`src/rtl/memory_arbiter.sv`:
```
// memory_arbiter: round-robin sharing of one combinational lookup ROM between
// two burst-read requesters. A burst is a start address plus len+1 words. The
// ROM is walked one word per cycle, and registered read data goes back to the
// requester that owns the burst.
//
// Optional build feature: define MEMORY_ARBITER_STATS_EN to add the saturating
// per-requester grant counters grant_cnt0/grant_cnt1.
//
// Handshake: reqN_ready is high only in a cycle where the arbiter is IDLE and
// requester N wins arbitration. The request is accepted on the rising edge that
// ends a cycle in which reqN_valid and reqN_ready are both high. Responses have
// no backpressure.
module memory_arbiter #(
  parameter int AW = 4,
  parameter int DW = 8,
  parameter int LW = 2
) (
  input  logic          clock,
  input  logic          reset,
  input  logic          req0_valid,
  input  logic [AW-1:0] req0_addr,
  input  logic [LW-1:0] req0_len,
  output logic          req0_ready,
  input  logic          req1_valid,
  input  logic [AW-1:0] req1_addr,
  input  logic [LW-1:0] req1_len,
  output logic          req1_ready,
  output logic [AW-1:0] mem_addr,
  input  logic [DW-1:0] mem_rdata,
  output logic          resp_valid0,
  output logic          resp_valid1,
  output logic [DW-1:0] resp_data,
  output logic          resp_last,
  output logic          busy
`ifdef MEMORY_ARBITER_STATS_EN
  ,
  output logic [7:0]    grant_cnt0,
  output logic [7:0]    grant_cnt1
`endif
);

  typedef enum logic {S_IDLE = 1'b0, S_BURST = 1'b1} state_e;

  state_e        state_q, state_d;
  logic          rr_q, rr_d;          // tie-break winner: 0 -> req0, 1 -> req1
  logic          owner_q, owner_d;    // requester owning the current burst
  logic [LW-1:0] cnt_q, cnt_d;        // words remaining after the current one
  logic [AW-1:0] addr_q, addr_d;      // doubles as mem_addr (held in IDLE)
  logic [DW-1:0] rdata_q, rdata_d;
  logic          v0_q, v0_d;
  logic          v1_q, v1_d;
  logic          last_q, last_d;

  logic winner;
  logic accept;

  // Arbitration: a lone request wins outright; on a tie rr_q chooses.
  always_comb begin
    winner     = (req0_valid & req1_valid) ? rr_q : req1_valid;
    accept     = (state_q == S_IDLE) & (req0_valid | req1_valid);
    req0_ready = accept & ~winner;
    req1_ready = accept & winner;
  end

  // Next-state and response logic for the IDLE/BURST sequencer.
  always_comb begin
    state_d = state_q;
    rr_d    = rr_q;
    owner_d = owner_q;
    cnt_d   = cnt_q;
    addr_d  = addr_q;
    rdata_d = rdata_q;
    v0_d    = 1'b0;
    v1_d    = 1'b0;
    last_d  = 1'b0;
    case (state_q)
      S_IDLE: begin
        if (accept) begin
          addr_d  = winner ? req1_addr : req0_addr;
          cnt_d   = winner ? req1_len : req0_len;
          owner_d = winner;
          rr_d    = ~winner;
          state_d = S_BURST;
        end
      end
      S_BURST: begin
        rdata_d = mem_rdata;
        v0_d    = ~owner_q;
        v1_d    = owner_q;
        last_d  = (cnt_q == '0);
        if (cnt_q == '0) begin
          // Keep the final address on mem_addr while idle.
          state_d = S_IDLE;
        end else begin
          addr_d = addr_q + {{(AW-1){1'b0}}, 1'b1};
          cnt_d  = cnt_q - {{(LW-1){1'b0}}, 1'b1};
        end
      end
      default: state_d = S_IDLE;
    endcase
  end

  // State register with synchronous active-low reset that aborts any burst.
  always_ff @(posedge clock) begin
    if (!reset) begin
      state_q <= S_IDLE;
      rr_q    <= 1'b0;
      owner_q <= 1'b0;
      cnt_q   <= '0;
      addr_q  <= '0;
      rdata_q <= '0;
      v0_q    <= 1'b0;
      v1_q    <= 1'b0;
      last_q  <= 1'b0;
    end else begin
      state_q <= state_d;
      rr_q    <= rr_d;
      owner_q <= owner_d;
      cnt_q   <= cnt_d;
      addr_q  <= addr_d;
      rdata_q <= rdata_d;
      v0_q    <= v0_d;
      v1_q    <= v1_d;
      last_q  <= last_d;
    end
  end

  assign mem_addr    = addr_q;
  assign resp_data   = rdata_q;
  assign resp_valid0 = v0_q;
  assign resp_valid1 = v1_q;
  assign resp_last   = last_q;
  assign busy        = (state_q == S_BURST);

`ifdef MEMORY_ARBITER_STATS_EN
  logic [7:0] gc0_q, gc1_q;

  // Grant counters saturate at 255 and clear on reset.
  always_ff @(posedge clock) begin
    if (!reset) begin
      gc0_q <= '0;
      gc1_q <= '0;
    end else begin
      if (req0_ready && gc0_q != 8'hFF) gc0_q <= gc0_q + 8'd1;
      if (req1_ready && gc1_q != 8'hFF) gc1_q <= gc1_q + 8'd1;
    end
  end

  assign grant_cnt0 = gc0_q;
  assign grant_cnt1 = gc1_q;
`endif

endmodule

```
`config.mk`:
```
export PLATFORM = sky130hd
export DESIGN_NAME = memory_arbiter
export DESIGN_NICKNAME = d
export VERILOG_FILES = /design/src/rtl/memory_arbiter.sv
export SDC_FILE = /design/constraint.sdc
export NUM_CORES = 1
export LEC_CHECK = 0
export ABC_AREA = 1
export CORE_MARGIN = 4
export CORE_UTILIZATION = 45
export CTS_BUF_LIST = sky130_fd_sc_hd__clkbuf_4
export DETAILED_ROUTE_END_ITERATION = 8
export PLACE_DENSITY = 0.88
export SETUP_SLACK_MARGIN = 0.3
export SLEW_MARGIN = 20
export SYNTH_ARGS = -nofsm -noshare
export SYNTH_HDL_FRONTEND = slang
export SYNTH_SLANG_ARGS = --single-unit
```
`constraint.sdc`:
```
create_clock -name clock -period 2 [get_ports clock]
set_clock_uncertainty 0.15 [all_clocks]
set_input_delay 0.5 -clock clock [delete_from_list [all_inputs] [get_ports clock]]
set_output_delay 0.5 -clock clock [all_outputs]
set_load 0.01 [all_outputs]
```
==> flow_summary_export.csv, run 1 <==
group,metric,value,unit
global_route,grt_max_degree,17,
placed_design,place_ws,-0.558,ns
synth,ys_types,17,
placed_design,dp_hpwl,2000,um
floorplan,start_util,47.4,%
clock_network,clk_path_buf_depth,2,
placed_design,globalplace.congestion,0.778,
detailed_routing,routed_wl,2940,um
pwr,p_comb_share,30.5,%
clock_network,clk_latency,0.31,ns
detailed_routing,vias,1133,
synth,synth.avg_cell_area,6.79,um2
pwr,p_seq_share,40.6,%
critical_path,cp_slowest_cell,"dfxtp_2",
clock_network,cts_made_buffers,3,
sta,setup_violations,0,
synth,synth.cell_area,930,um2
sta,timing.final.max_slew_violations,0,
detailed_routing,drt_iter0_markers,34,
floorplan,fp.dieW,53.5,um
sta,setup_slack,0.227,ns
clock_network,cts_tree,"done",
pwr,p_sw_share,29.5,%
status,outcome,"finished clean",
detailed_routing,antenna_left,0,
critical_path,startpoint_type,"register",
floorplan,fp.dieH,53.5,um
cells_and_area,drive_above_1_share,25.0,%
synth,seq_area_frac_synth,43.1,%
global_route,grt_usage,20.5,%
synth,synth_top_area_share,43.1,%
synth,synthCells,137,
cells_and_area,nets,227,
pwr,powerDensity,753,nW/um2
pwr,vdd.ir_drop.worst,0.567,mV
clock_network,path_clk_slew,0.12,ns
cells_and_area,antenna_cells,0,
synth,synth.area.top_cells,"dfxtp_1 (43%), nand2_1 (11%), nor2_1 (9.3%)",
global_route,antenna_found_initial,0,
critical_path,worstSetupPathType,"reg2out",
sta,hold_viol_final,0,
pwr,clockPowerShare,29.0,%
detailed_routing,drc,0,
pwr,p_int,829,uW
floorplan,row_count,16,
floorplan,core_area,1960,um2
detailed_routing,viasPerCell,4.99,
placed_design,port_buffers,41,
floorplan,die-area,2860,um2
clock_network,cts_root_buf,"clkbuf_4",
critical_path,path_max_fanout,3,
sta,post-route-period-util,88.7,%
pwr,p_leak,0.835,nW
cells_and_area,final_util,79.5,%
clock_network,cts_hold_buf,0,
critical_path,cp_cell_sequence,"inv_2, nand2_2, nand2_4, inv_2, nand2_2, inv_2, buf_6",
floorplan,io_pins,42,
synth,yosysTopAreaCell,"dfxtp_1",
clock_network,cts_max_level,1,
sta,rsz0062_at_grt,"yes",
flow_run,maxCapViolCount,0,
critical_path,arrival,1.12,ns
sta,tns,0,ns
critical_path,max_stage_delay,0.36,ns
sta,min_period,1.77,ns
global_route,grt-ovfl-total,0,
global_route,grt_pass1_wl,4230,um
synth,yosys_warnings,0,
worst_hold_path,hold_class,"reg2reg",
critical_path,cp-end-kind,"output pin",
detailed_routing,dr.pass1.iters,6,
critical_path,crit_top_cell,"inv_2",
pwr,power.switching,346,uW
clock_network,clkSinkCount,20,
sta,fmax,564,MHz
detailed_routing,wire_per_inst,12.9,um
sta,tightest_slew,0.186,ns
cells_and_area,area_growth,67.8,%
sta,fin_hold_ws,0.311,ns
synth,synth_fp_nets,163,
global_route,grt_pass1_vias,1036,
sta,slew_headroom,87.4,%
synth,synth-seq-cells,20,
critical_path,cp.required,1.35,ns
==> metrics by stage <==
step / instances / instance area (um2) / total power [mW]
final: 227 / 1560 / 1.18
after global routing: 227 / 1560 / 1.23
after CTS: 223 / 1520 / 1.15
after detailed placement: 210 / 1420 / 0.811
after global placement: 210 / 1420 / 0.796
after floorplan: 137 / 930 / 0.632
==> cell families (layout without fill, tap and decap cells) <==
family	after synthesis	in the layout	share of synthesized area, %
and+or+nand+nor	65	65	29.2
buffers and inverters	28	91	11.6
AOI/OAI and AO/OA	22	22	13.5
DFF	20	20	43.1
adders and majority gates	2	2	2.69
==> power groups by stage <==
stage | Combinational [mW] | Sequential [mW] | Clock (mW)
after detailed placement | 0.327 | 0.484 | 0
final | 0.358 | 0.477 | 0.340
after CTS | 0.338 | 0.476 | 0.335
after global placement | 0.315 | 0.482 | 0
after global routing | 0.393 | 0.483 | 0.351
after floorplan | 0.137 | 0.495 | 0
==> synthesized netlist by cell type, drive strengths merged <==
cell type   n
clkbuf      1
inv        25
o21ai      16
nand2      29
buf         2
ha          2
a21oi       6
nand4       1
dfxtp      20
nor2       23
nand3      12
==> repair_timing <==
action,in CTS,in global routing
pin swaps,0,1
buffers inserted,9,4
resized for setup,41,10
setup endpoints to repair,18,4
==> cells in the final DEF, fill, tap and decap left out <==
master / synthesis / layout
dfxtp_2: 0 / 4
a21oi_1: 5 / 4
nand2_1: 27 / 24
buf_4: 0 / 21
o21ai_4: 1 / 1
inv_2: 4 / 6
ha_1: 2 / 2
o21ai_0: 13 / 13
inv_4: 0 / 1
nand3_1: 12 / 12
clkdlybuf4s50_1: 0 / 21
nand2_2: 1 / 3
dlygate4sd2_1: 0 / 15
dfxtp_4: 0 / 1
clkbuf_4: 0 / 3
a21oi_2: 1 / 2
dfxtp_1: 20 / 15
nor2_1: 23 / 23
buf_6: 0 / 1
inv_1: 21 / 18
bufinv_16: 0 / 1
nand4_1: 1 / 1
buf_2: 2 / 4
o21ai_1: 2 / 2
nand2_4: 1 / 2
==> cell type report <==
type                            instances  area [um2]
Tap cell                               27        33.8
Timing Repair Buffer                   62         531
Fill cell                             141         402
Sequential cell                        20         409
Clock inverter                          1        30.0
Clock buffer                            3        22.5
Multi-Input combinational cell         89         438
Inverter                               25        96.3
==> sequential cells by signal (all words and copies together) (netlist names) <==
| register | cells |
|---|---|
| mem_addr | 4 |
| resp_valid0 | 1 |
| owner_q | 1 |
| resp_data | 8 |
| resp_last | 1 |
| cnt_q | 2 |
| resp_valid1 | 1 |
| rr_q | 1 |
| busy | 1 |
==> metal layers <==
layer / vias up / global-route usage, % / share of wire (%)
met4: 0 / 8.51 / 2.1
li1: 549 / - / -
met5: - / 0 / 0
met3: 14 / 3.38 / 5.9
met1: 526 / 19.9 / 36
met2: 44 / 41.0 / 56
==> worst paths after layout <==
path                        startpoint  cells after the start                endpoint  slack (ns)
setup / recovery     rr_q$_SDFFE_PN0P_                      7              req1_ready        0.23
hold / removal    owner_q$_SDFFE_PN0P_                      2  resp_valid1$_SDFF_PN0_        0.31
setup reg to reg       busy$_SDFF_PN0_                     11       rr_q$_SDFFE_PN0P_        0.33
hold reg to reg   owner_q$_SDFFE_PN0P_                      2  resp_valid1$_SDFF_PN0_        0.31
==> worst max-delay path: cells and delay by family, from the launching register on <==
kind | cells | cell delay (ns)
AND/OR/NAND/NOR | 3 | 0.20
flip-flops | 1 | 0.36
buffers and inverters | 4 | 0.25
Power figures use the tool's default switching activity.
==> run 2, diff against run 1 <==
--- a/config.mk
+++ b/config.mk
@@ -6,6 +6,7 @@
 export NUM_CORES = 1
 export LEC_CHECK = 0
 export ABC_AREA = 1
+export CAP_MARGIN = 20
 export CORE_MARGIN = 4
 export CORE_UTILIZATION = 45
 export CTS_BUF_LIST = sky130_fd_sc_hd__clkbuf_4
==> results of run 2 <==
Same layout as run 1: the final DEF is identical, and so are final timing and power.
